## src/rtl/alu_pkg.sv

```systemverilog
// Shared ALU definitions: FSM encoding, default operand width and shift fill modes.
package alu_pkg;

    typedef enum logic [1:0] {
        IDLE  = 2'd0,
        SHIFT = 2'd1,
        DONE  = 2'd2
    } state_t;

    localparam int ALU_WIDTH = 8;

    localparam logic SHIFT_LOGIC = 1'b0;
    localparam logic SHIFT_ARITH = 1'b1;

endpackage

```

## src/rtl/shift_right_sequencer_if.sv

```systemverilog
// Request/result bundle between the ALU op decoder and the right-shift sequencer.
interface shift_right_sequencer_if #(
    parameter int WIDTH = 8,
    parameter int AMT_W = 4
);
    logic             start;
    logic             arith;
    logic [AMT_W-1:0] amt;
    logic [WIDTH-1:0] a_in;
    logic [WIDTH-1:0] b_in;
    logic             busy;
    logic             done;
    logic [WIDTH-1:0] res_a;
    logic [WIDTH-1:0] res_b;

    modport master (
        output start, arith, amt, a_in, b_in,
        input  busy, done, res_a, res_b
    );

    modport slave (
        input  start, arith, amt, a_in, b_in,
        output busy, done, res_a, res_b
    );
endinterface

```

## src/rtl/shift_right_step.sv

```systemverilog
// Single-bit right shift of two operands, zero fill or sign fill.
module shift_right_step
    import alu_pkg::*;
#(
    parameter int WIDTH = ALU_WIDTH
) (
    input  logic [WIDTH-1:0] a,
    input  logic [WIDTH-1:0] b,
    input  logic             arith,
    output logic [WIDTH-1:0] a_out,
    output logic [WIDTH-1:0] b_out
);

    logic fill_a;
    logic fill_b;

    assign fill_a = (arith == SHIFT_ARITH) ? a[WIDTH-1] : 1'b0;
    assign fill_b = (arith == SHIFT_ARITH) ? b[WIDTH-1] : 1'b0;

    assign a_out = {fill_a, a[WIDTH-1:1]};
    assign b_out = {fill_b, b[WIDTH-1:1]};

endmodule

```

## src/rtl/shift_right_sequencer.sv

```systemverilog
// Multi-cycle variable right shifter: one single-bit step per clock, start/busy/done handshake.
module shift_right_sequencer
    import alu_pkg::*;
#(
    parameter int WIDTH = ALU_WIDTH,
    parameter int AMT_W = 4
) (
    input  logic                    clk,
    input  logic                    rst,
    shift_right_sequencer_if.slave  bus
);

    state_t           state_q, state_nxt;
    logic [AMT_W-1:0] count_q, count_nxt;
    logic [WIDTH-1:0] a_q, a_nxt, b_q, b_nxt;
    logic             arith_q, arith_nxt;
    logic [WIDTH-1:0] res_a_q, res_a_nxt, res_b_q, res_b_nxt;
    logic [WIDTH-1:0] a_step, b_step;
    logic [AMT_W-1:0] amt_clamped;

    // Amounts beyond the operand width behave exactly like a full-width shift.
    function automatic logic [AMT_W-1:0] clamp_amt(input logic [AMT_W-1:0] amt);
        if (int'(amt) > WIDTH) return AMT_W'(WIDTH);
        return amt;
    endfunction

    assign amt_clamped = clamp_amt(bus.amt);

    shift_right_step #(.WIDTH(WIDTH)) u_step (
        .a     (a_q),
        .b     (b_q),
        .arith (arith_q),
        .a_out (a_step),
        .b_out (b_step)
    );

    always_comb begin
        state_nxt = state_q;
        count_nxt = count_q;
        a_nxt     = a_q;
        b_nxt     = b_q;
        arith_nxt = arith_q;
        res_a_nxt = res_a_q;
        res_b_nxt = res_b_q;
        case (state_q)
            IDLE: begin
                if (bus.start) begin
                    a_nxt     = bus.a_in;
                    b_nxt     = bus.b_in;
                    arith_nxt = bus.arith;
                    count_nxt = amt_clamped;
                    state_nxt = (amt_clamped == '0) ? DONE : SHIFT;
                end
            end
            SHIFT: begin
                a_nxt     = a_step;
                b_nxt     = b_step;
                count_nxt = count_q - AMT_W'(1);
                if (count_q == AMT_W'(1)) state_nxt = DONE;
            end
            DONE:    state_nxt = IDLE;
            default: state_nxt = IDLE;
        endcase
        // Results are captured only on DONE entry so intermediate steps never show.
        if (state_q != DONE && state_nxt == DONE) begin
            res_a_nxt = a_nxt;
            res_b_nxt = b_nxt;
        end
    end

    always_ff @(posedge clk or posedge rst) begin
        if (rst) begin
            state_q <= IDLE;
            count_q <= '0;
            a_q     <= '0;
            b_q     <= '0;
            arith_q <= 1'b0;
            res_a_q <= '0;
            res_b_q <= '0;
        end else begin
            state_q <= state_nxt;
            count_q <= count_nxt;
            a_q     <= a_nxt;
            b_q     <= b_nxt;
            arith_q <= arith_nxt;
            res_a_q <= res_a_nxt;
            res_b_q <= res_b_nxt;
        end
    end

    assign bus.busy  = (state_q != IDLE);
    assign bus.done  = (state_q == DONE);
    assign bus.res_a = res_a_q;
    assign bus.res_b = res_b_q;

endmodule

```

## src/flat_wrapper.sv

```systemverilog
// flat-port wrapper written by rule: the top's interface ports become plain ports
module shift_right_sequencer_flat import alu_pkg::*;
#(
    parameter int WIDTH = ALU_WIDTH,
    parameter int AMT_W = 4
)
  (clk, rst, bus_start, bus_arith, bus_amt, bus_a_in, bus_b_in, bus_busy, bus_done, bus_res_a, bus_res_b);
  shift_right_sequencer_if #(.WIDTH(WIDTH), .AMT_W(AMT_W)) bus_i ();
  input  logic clk;
  input  logic rst;
  input wire logic [$bits(bus_i.start)-1:0] bus_start;
  input wire logic [$bits(bus_i.arith)-1:0] bus_arith;
  input wire logic [$bits(bus_i.amt)-1:0] bus_amt;
  input wire logic [$bits(bus_i.a_in)-1:0] bus_a_in;
  input wire logic [$bits(bus_i.b_in)-1:0] bus_b_in;
  output wire logic [$bits(bus_i.busy)-1:0] bus_busy;
  output wire logic [$bits(bus_i.done)-1:0] bus_done;
  output wire logic [$bits(bus_i.res_a)-1:0] bus_res_a;
  output wire logic [$bits(bus_i.res_b)-1:0] bus_res_b;
  assign bus_i.start = bus_start;
  assign bus_i.arith = bus_arith;
  assign bus_i.amt = bus_amt;
  assign bus_i.a_in = bus_a_in;
  assign bus_i.b_in = bus_b_in;
  assign bus_busy = bus_i.busy;
  assign bus_done = bus_i.done;
  assign bus_res_a = bus_i.res_a;
  assign bus_res_b = bus_i.res_b;
  shift_right_sequencer #(.WIDTH(WIDTH), .AMT_W(AMT_W)) u_core (.clk(clk), .rst(rst), .bus(bus_i));
endmodule
```

## config.mk

```make
export PLATFORM = sky130hd
export DESIGN_NAME = shift_right_sequencer_flat
export DESIGN_NICKNAME = d
export VERILOG_FILES = /design/src/rtl/alu_pkg.sv /design/src/rtl/shift_right_sequencer_if.sv /design/src/rtl/shift_right_step.sv /design/src/rtl/shift_right_sequencer.sv /design/src/flat_wrapper.sv
export SDC_FILE = /design/constraint.sdc
export NUM_CORES = 1
export LEC_CHECK = 0
export CELL_PAD_IN_SITES_DETAIL_PLACEMENT = 0
export CELL_PAD_IN_SITES_GLOBAL_PLACEMENT = 1
export CORE_MARGIN = 4
export CORE_UTILIZATION = 38
export DETAILED_ROUTE_END_ITERATION = 16
export GPL_ROUTABILITY_DRIVEN = 0
export PLACE_DENSITY_LB_ADDON = 0.1
export REMOVE_ABC_BUFFERS = 1
export SLEW_MARGIN = 10
export SYNTH_ARGS = -nofsm -noshare
export SYNTH_HDL_FRONTEND = slang
export SYNTH_SLANG_ARGS = --single-unit
```

## constraint.sdc

```tcl
create_clock -name clk -period 4.1 [get_ports clk]
set_input_delay 0.82 -clock clk [delete_from_list [all_inputs] [get_ports clk]]
set_output_delay 0.82 -clock clk [all_outputs]
set_load 0.02 [all_outputs]
```

After elaboration in Yosys (flattened, before gate mapping) --
Cells that the tools add are included.
Storage, ports and cells: input port bits 24, register bits after elaboration 39, output and inout bits 18, logic and storage cells 37
Cells by class: multiplexer cells 15, equality and inequality tests 6, reductions and logical operators 7, $lt $le $gt $ge 1, add/sub/neg operators 1
Operators with widths (count):
- case mux 8 bit (2 select lines) | 2
- 2-to-1 mux 8 bit | 2
- 2-to-1 mux 4 bit | 3
- case mux 4 bit (2 select lines) | 1
- 2-to-1 mux 2 bit | 3
- equality test 2 bit, second input constant | 2
- equality test 4 x 1 -> 1 bit, second input constant | 1
- > comparator 4 bit, second input constant | 1
- zero test 4 bit | 1
- != test 2 bit, second input constant | 2
- case mux 2 bit (2 select lines) | 1
- AND reduction 2 bit | 2
- nonzero test 2 bit | 2
- subtractor 4 x 1 -> 4 bit, second input constant | 1
- 2-to-1 mux 1 bit | 3
- equality test 2 x 1 -> 1 bit, second input constant | 1
- zero test 2 bit | 1
- logical AND 1 bit | 1

Longest topological paths before layout --
Gate-level depths: netlist of the first run.
depth after elaboration 9, depth in mapped cells 8, gate-level depth less buffers 5

Modules after synthesis --
From an unflattened synthesis of the first run, not the netlist that was laid out.
Unflattened totals: cells, all modules 202, area total of the unflattened synthesis 2067.0 um^2
Modules (own cells, without submodules):
- shift_right_sequencer | cells each 184, sequential area each 975.9 um^2, instances 1, area each 1934.4 um^2
- shift_right_step | cells each 18, sequential area each 0.0 um^2, instances 1, area each 132.6 um^2

Least setup slack after synthesis of the first run --
OpenSTA, ideal clock, no wires.
kind input to register, from input port bus_amt[0], to register u_core.res_a_q[7] (netlist: u_core.bus.res_a[7]), stages on the path 6, data required time 3975 ps, arrival time 2239 ps, library setup time 125 ps, slack 1736 ps, path buffers 3, cell sequence or4_1 -> clkbuf_2 -> o22a_1 -> buf_6 -> buf_12 -> mux2_4
On the way: word-level cells in the longest chain between the ends 9
Ends and longest elaborated chain:
- start: declaration | RTL line flat_wrapper.sv:13 | input wire logic [$bits(bus_i.amt)-1:0] bus_amt;
- > comparator 4 bit | RTL line shift_right_sequencer.sv:23 | if (int'(amt) > WIDTH) return AMT_W'(WIDTH);
- 2-to-1 mux 1 bit | RTL line shift_right_sequencer.sv:23
- 2-to-1 mux 4 bit * | RTL line shift_right_sequencer.sv:24 | return amt;
- zero test 4 bit * | RTL line shift_right_sequencer.sv:52 | state_nxt = (amt_clamped == '0) ? DONE : SHIFT;
- 2-to-1 mux 2 bit * | RTL line shift_right_sequencer.sv:52
- 2-to-1 mux 2 bit * | RTL line shift_right_sequencer.sv:47 | if (bus.start) begin
- case mux 2 bit (2 select lines) * | RTL line shift_right_sequencer.sv:45 | case (state_q)
- equality test 2 bit * | RTL line shift_right_sequencer.sv:65 | if (state_q != DONE && state_nxt == DONE) begin
- logical AND 1 bit * | RTL line shift_right_sequencer.sv:65
- end signal: assignment | RTL line shift_right_sequencer.sv:86 | res_a_q <= res_a_nxt;
- end: declaration | RTL line shift_right_sequencer.sv:17 | logic [WIDTH-1:0] res_a_q, res_a_nxt, res_b_q, res_b_nxt;
Every way passes the cells marked *; elsewhere a longest branch is shown, timed or not. A chain may end at the register's enable or synchronous reset.

Final worst setup path of the first run --
from register u_core.state_q[0], to output port bus_busy
On the way: word-level cells in the longest chain between the ends 1
Ends and longest elaborated chain:
- start: declaration | RTL line shift_right_sequencer.sv:13 | state_t state_q, state_nxt;
- start signal: assignment | RTL line shift_right_sequencer.sv:81 | state_q <= state_nxt;
- nonzero test 2 bit | RTL line shift_right_sequencer.sv:91 | assign bus.busy = (state_q != IDLE);
- end: declaration | RTL line flat_wrapper.sv:16 | output wire logic [$bits(bus_i.busy)-1:0] bus_busy;
Every way passes these cells.

==> qor.csv, run 1 <==
stage;metric;value;unit
run_status;status;finished, final reports clean;
worst_hold_path;min_to;u_core.a_q[0];
sta;final.setup.tns;0;ns
place;pre_cts_slack;1.07;ns
global_route;grt_pass1_wl;7900;µm
floorplan;ios;42;
floorplan;dieArea;0.00627;mm²
sta;clock.fmax;341;MHz
floorplan;coreArea;0.00482;mm²
clocking;numCtsBuffers;5;
clocking;cts_sinks;39;
pwr;power_density;723;mW/mm²
clocking;cts-resized-gates;0;
floorplan;row_count;25;
clocking;ctsHoldBuffers;0;
synthesis;ys_seq_area_share;50.7;%
drt;drc;0;
critical_path;reg2reg_from;u_core.state_q[0];
synthesis;synth_common_cells;39 x dfrtp_1, 12 x inv_1, 10 x clkbuf_1;
drt;dr_total_vias;1452;
pwr;p_int;1.12;mW
synthesis;ys.flop_type;dfrtp_1;
cells_and_area;utilization;51.1;%
flow_run;maxCapViolCount;0;
drt;wire_per_inst;16.7;µm
clocking;clk_latency;0.28;ns
sta;hold_viol;0;
synthesis;async_reset_ff_share;100;%
place;place_inst;267;
sta;tightest_slew;0.981;ns
synthesis;synth.area.top_cells;dfrtp_1 51%, mux2_2 4.7%, nor3b_1 3.5%;
drt;wirelength;4600;µm
critical_path;crit_type;reg2out;
critical_path;worst_r2r_endpoint;u_core.bus.res_b[7];
clocking;postCtsSetupRepairBufs;0;
critical_path;arrival;2.11;ns
floorplan;floorplan.initialDensity;40.0;%
cells_and_area;antennaDiodeCount;0;
pwr;peakVddDrop;0.000316;V
cells_and_area;nets;233;
global_route;grt_overflow;0;
synthesis;synth.most_common_cell;dfrtp_1;
clocking;cts-root-buf;clkbuf_8;
pwr;swShare;37.4;%
global_route;track_usage;15.9;%
synthesis;synth_area_per_cell;11.3;µm²
global_route;grt_pass1_vias;1543;
synthesis;postSynthCellCount;170;
drt;ant_nets;0;
pwr;power.switching;0.665;mW
pwr;leakagePower;0.998;nW
synthesis;synth-edff-count;0;
pwr;fin_total_pwr;1.78;mW
worst_hold_path;hp-class;reg2reg;
clocking;cts_buffer_depth;2;
drt;via_per_inst;5.28;
drt;drtIter0Drc;104;
drt;firstDrtPassIters;4;
sta;rsz0062_at_grt;false;
clocking;clkTransAtPathRegs;0.07;ns
floorplan;dieHeight;79.2;µm
pwr;p_clk_share;15.8;%
critical_path;startpoint_type;flip-flop;
worst_hold_path;holdCritStartpoint;u_core.a_q[0];
critical_path;cp_max_fo;33;
synthesis;yosysTopAreaCell;dfrtp_1;
critical_path;r2r_cells;3;
critical_path;cp_data_required_time;3.28;ns
clocking;htreeDepth;2;
synthesis;syn_area;0.00193;mm²
sta;slew_headroom;34.6;%
global_route;antenna_found_initial;0;
synthesis;ys_ff_latch;39;
place;io_buffers;41;
synthesis;synth_top_area_share;50.7;%
synthesis;yosysWarnings;0;
cells_and_area;stdcell_count;275;
cells_and_area;area_delta_synth_final;27.9;%
pwr;comb_power_share;43.8;%
cells_and_area;layout-drive-gt1-share;14.9;%
sta;maxSlewViolCount;0;
critical_path;reg2reg_slack;1.36;ns
critical_path;end_kind;output port;
sta;worst_slack;1.17;ns
sta;finalClockSkew;0.00660;ns
clocking;cts_tree;done;
global_route;grt_start_max_net_pins;40;
pwr;p_seq_share;40.5;%
floorplan;die_x;79.2;µm
sta;fin_crit;2.93;ns
sta;finalCritPeriodShare;71.5;%
worst_hold_path;hold_depth;2;
sta;setup_viol;0;
place;dp_hpwl;3110;µm
synthesis;synth_cell_types;38;
## cell usage in the layout (no fill, tap or decap), types with 6 or more instances in the layout
cell type | synthesis | layout
nor3b_1 | 9 | 9
clkdlybuf4s50_1 | 0 | 41
nor2b_1 | 6 | 6
a211oi_1 | 7 | 7
nor2_1 | 8 | 8
a21oi_1 | 7 | 7
clkbuf_8 | 0 | 7
mux2_2 | 8 | 8
o221ai_1 | 6 | 6
dfrtp_1 | 39 | 39
inv_1 | 12 | 12
nor4b_1 | 7 | 7
## per-stage QoR
stage | area (µm²) | hold slack (ns)
after CTS | 2460 | 0.503
after detailed placement | 2360 | 0.486
final | 2460 | 0.499
after global placement | 2360 | 0.473
after floorplan | 1850 | 0.450
after global routing | 2460 | 0.539
## layer usage
metal | GRT usage [%] | part of all wire (%) | vias to the layer above
met4 | 3.09 | 0.50 | 0
met5 | 0 | 0 | -
met2 | 24.4 | 47 | 43
li1 | - | - | 704
met3 | 3.51 | 4.7 | 2
met1 | 23.1 | 47 | 703
## critical path, stage by stage (launching register included)
cell	delay, ns
dfrtp_1	0.99
or2_2	0.24
clkdlybuf4s50_1	0.60
## logic make-up after synthesis
| logic type | Yosys count | share of synthesized area (%) |
|---|---|---|
| buf+inv | 26 | 6.43 |
| mux | 13 | 8.32 |
| fa+ha+maj | 2 | 1.30 |
| flops | 39 | 50.7 |
| compound gates | 46 | 18.1 |
| simple gates | 44 | 15.2 |
## power by group through the flow
stage | clock network (mW) | logic (mW) | registers (mW)
finish | 0.281 | 0.779 | 0.721
global route | 0.308 | 0.858 | 0.753
CTS | 0.292 | 0.786 | 0.723
detailed placement | 0 | 0.782 | 0.728
global placement | 0 | 0.775 | 0.727
floorplan | 0 | 0.422 | 0.769
## worst max path at each step
stage / slack, ns / startpoint / end / depth (start not counted)
after global placement: 1.10 / bus_amt[0] / u_core.bus.res_a[7] / 4
final: 1.17 / u_core.state_q[0] / bus_busy / 2
after detailed placement: 1.07 / bus_amt[0] / u_core.bus.res_b[7] / 4
after global routing: 1.01 / u_core.state_q[0] / bus_busy / 2
after CTS: 1.15 / u_core.state_q[0] / bus_busy / 2
after floorplan: 1.73 / bus_amt[0] / u_core.bus.res_a[7] / 3
## sequential cells by signal, indices dropped and copies added, names as in the netlist
signal            flops
u_core.a_q            8
u_core.b_q            8
u_core.bus.res_a      8
u_core.bus.res_b      8
u_core.count_q        4
u_core.state_q        2
u_core.arith_q        1
## area by class of cell
cell class                      count  area (µm²)
Sequential cell                    39         976
Multi-Input combinational cell    105         826
Inverter                           12        45.0
Timing Repair Buffer               44         433
Fill cell                         460        2350
Tap cell                           67        83.8
Clock buffer                        8         100
No activity file was read; power rests on OpenSTA's default activity.
==> run 2: changes to the inputs <==
==> constraint.sdc (replaced) <==
create_clock -name clk -period 2.8 [get_ports clk]
set_input_delay 0.56 -clock clk [delete_from_list [all_inputs] [get_ports clk]]
set_output_delay 0.56 -clock clk [all_outputs]
set_load 0.02 [all_outputs]
==> run 2 against run 1 <==
Via count is 4.9% higher. Highest routed layer unchanged. Sequential power increased by 40%. Largest power group unchanged. Final cell count up 1.8%. Combinational power is 55% higher. Critical path depth grew 2.
==> qor.csv, run 2 (same netlist as run 1, synthesis figures left out) <==
stage;metric;value;unit;change
run_status;status;finished, final reports clean;;
place;dp_hpwl;3260;µm;+4.6%
place;pre_cts_slack;0.283;ns;-0.789 ns
pwr;p_clk_share;15.9;%;about the same
critical_path;crit_chain;buf_4, inv_1, nor2_1, clkdlybuf4s50_1;;
drt;via_per_inst;5.44;;+3.0%
clocking;htreeDepth;2;;unchanged
pwr;power.switching;0.990;mW;+49%
sta;fin_hold_ws;0.505;ns;+0.00650 ns
critical_path;cp_data_required_time;2.24;ns;-1.04 ns
clocking;ctsHoldBuffers;0;;unchanged
critical_path;crit_slowest_cell;clkdlybuf4s50_1;;
sta;worst_slack;0.442;ns;-0.726 ns
sta;hold_viol;0;;unchanged
critical_path;crit_family;buffers and inverters;;
pwr;power_density;1060;mW/mm²;+46%
clocking;cts-resized-gates;0;;unchanged
critical_path;crit_type;reg2out;;
global_route;grt_start_max_net_pins;40;;unchanged
drt;dr_total_vias;1523;;+4.9%
sta;finalClockSkew;0.00823;ns;+0.00162 ns
drt;drtIter0Drc;91;;-13%
sta;maxSlewViolCount;0;;unchanged
clocking;postCtsSetupRepairBufs;0;;unchanged
drt;ant_nets;0;;unchanged
clocking;cts-root-buf;clkbuf_8;;
cells_and_area;area_delta_synth_final;29.9;%;
clocking;numCtsBuffers;5;;unchanged
clocking;cts_tree;done;;
sta;slew_headroom;61.5;%;+27 points
floorplan;coreArea;0.00482;mm²;unchanged
pwr;peakVddDrop;0.000462;V;+46%
global_route;grt_pass1_wl;7980;µm;+1.1%
sta;setup_viol;0;;unchanged
sta;finalCritPeriodShare;84.2;%;
critical_path;arrival;1.80;ns;-0.31 ns
global_route;track_usage;16.2;%;+0.36 points
cells_and_area;layout-drive-gt1-share;16.9;%;+2.0 points
drt;drc;0;;unchanged
cells_and_area;fillers;467;;+1.5%
floorplan;floorplan.initialDensity;40.0;%;unchanged
critical_path;cp_max_fo;17;;-48%
drt;wire_per_inst;16.7;µm;-0.36%
critical_path;startpoint_type;flip-flop;;
pwr;leakagePower;1.02;nW;+2.3%
place;io_buffers;41;;unchanged
clocking;cts_buffer_depth;2;;unchanged
floorplan;row_count;25;;unchanged
floorplan;ios;42;;unchanged
flow_run;maxCapViolCount;0;;unchanged
drt;firstDrtPassIters;4;;unchanged
sta;clock.fmax;424;MHz;
critical_path;end_kind;output port;;
pwr;swShare;37.4;%;about the same
worst_hold_path;hp-class;reg2reg;;
critical_path;path_buf_inv;3;;+2
clocking;clkTransAtPathRegs;0.08;ns;about the same
sta;final.setup.tns;0;ns;unchanged
clocking;clk_latency;0.29;ns;about the same
floorplan;die_x;79.2;µm;unchanged
floorplan;dieHeight;79.2;µm;unchanged
global_route;grt_pass1_vias;1610;;+4.3%
global_route;grt_overflow;0;;unchanged
cells_and_area;nets;238;;+2.1%
cells_and_area;final_cell_mix;41 x clkdlybuf4s50_1, 39 x dfrtp_1, 12 x inv_1;;
pwr;p_int;1.66;mW;+49%
critical_path;max_stage_delay;0.62;ns;-0.37 ns
cells_and_area;antennaDiodeCount;0;;unchanged
cells_and_area;final_common_cell;clkdlybuf4s50_1;;
place;place_inst;272;;+1.9%
pwr;comb_power_share;45.8;%;+2.0 points
sta;tightest_slew;0.576;ns;-0.405 ns
drt;wirelength;4670;µm;+1.5%
floorplan;dieArea;0.00627;mm²;unchanged
cells_and_area;stdcell_count;280;;+1.8%
global_route;antenna_found_initial;0;;unchanged
sta;fin_crit;2.36;ns;
pwr;p_seq_share;38.3;%;-2.2 points
sta;rsz0062_at_grt;false;;
clocking;cts_sinks;39;;unchanged
-- run 2: changes by cell type in the layout (fill, tap and decap cells not counted) --
| cell | change |
|---|---|
| buf_4 | +5 |
-- run 2: final cells by class --
cell class                 count  area (µm²)  share of cell area [%]
timing repair buffer          49         470                    18.8
inverter                      12        45.0                    1.80
multi-input combinational    105         826                    33.0
sequential                    39         976                    39.0
tap                           67        83.8                    3.35
clock buffer                   8         100                    4.00
-- run 2: power by group through the flow --
| stage | Clock (mW) | Sequential [mW] | Combinational [mW] |
|---|---|---|---|
| finish | 0.420 | 1.01 | 1.21 |
| global route | 0.459 | 1.05 | 1.33 |
| CTS | 0.430 | 1.01 | 1.23 |
| detailed placement | 0 | 1.02 | 1.22 |
| global placement | 0 | 1.02 | 1.20 |
| floorplan | 0 | 1.13 | 0.617 |
-- run 2: path summary, 6_finish.rpt --
check / to / slack (ns) / cells past startpoint / from
max: bus_done / 0.44 / 4 / u_core.state_q[1]
min: u_core.a_q[0] / 0.51 / 2 / u_core.a_q[0]
max reg2reg: u_core.bus.res_a[7] / 0.72 / 4 / u_core.state_q[0]
min reg2reg: u_core.a_q[0] / 0.51 / 2 / u_core.a_q[0]
max in group asynchronous: u_core.bus.res_b[3] / 1.76 / 3 / rst
min in group asynchronous: u_core.count_q[0] / 0.68 / 3 / rst
-- run 2: stage by stage --
step | utilization [%] | power [mW] | area, µm²
6_report | 51.9 | 2.65 | 2500
5_1_grt | 51.9 | 2.84 | 2500
4_1_cts | 51.9 | 2.67 | 2500
3_5_place_dp | 49.8 | 2.24 | 2400
3_3_place_gp | 49.8 | 2.22 | 2400
2_1_floorplan | - | 1.74 | 1850
-- run 2: worst reg2reg max path: stages, from the launching register on --
cell	delay, ns
dfrtp_1	0.53
or3b_2	0.65
o22a_1	0.24
buf_4	0.21
mux2_4	0.32
-- run 2: metal layers --
metal  track usage [%]  routed length, µm  share of wire (%)
met5                 0                  0                  0
met4              5.84                 65                1.4
met3              4.65                213                4.6
met2              24.3               2240                 48
met1              22.4               2150                 46
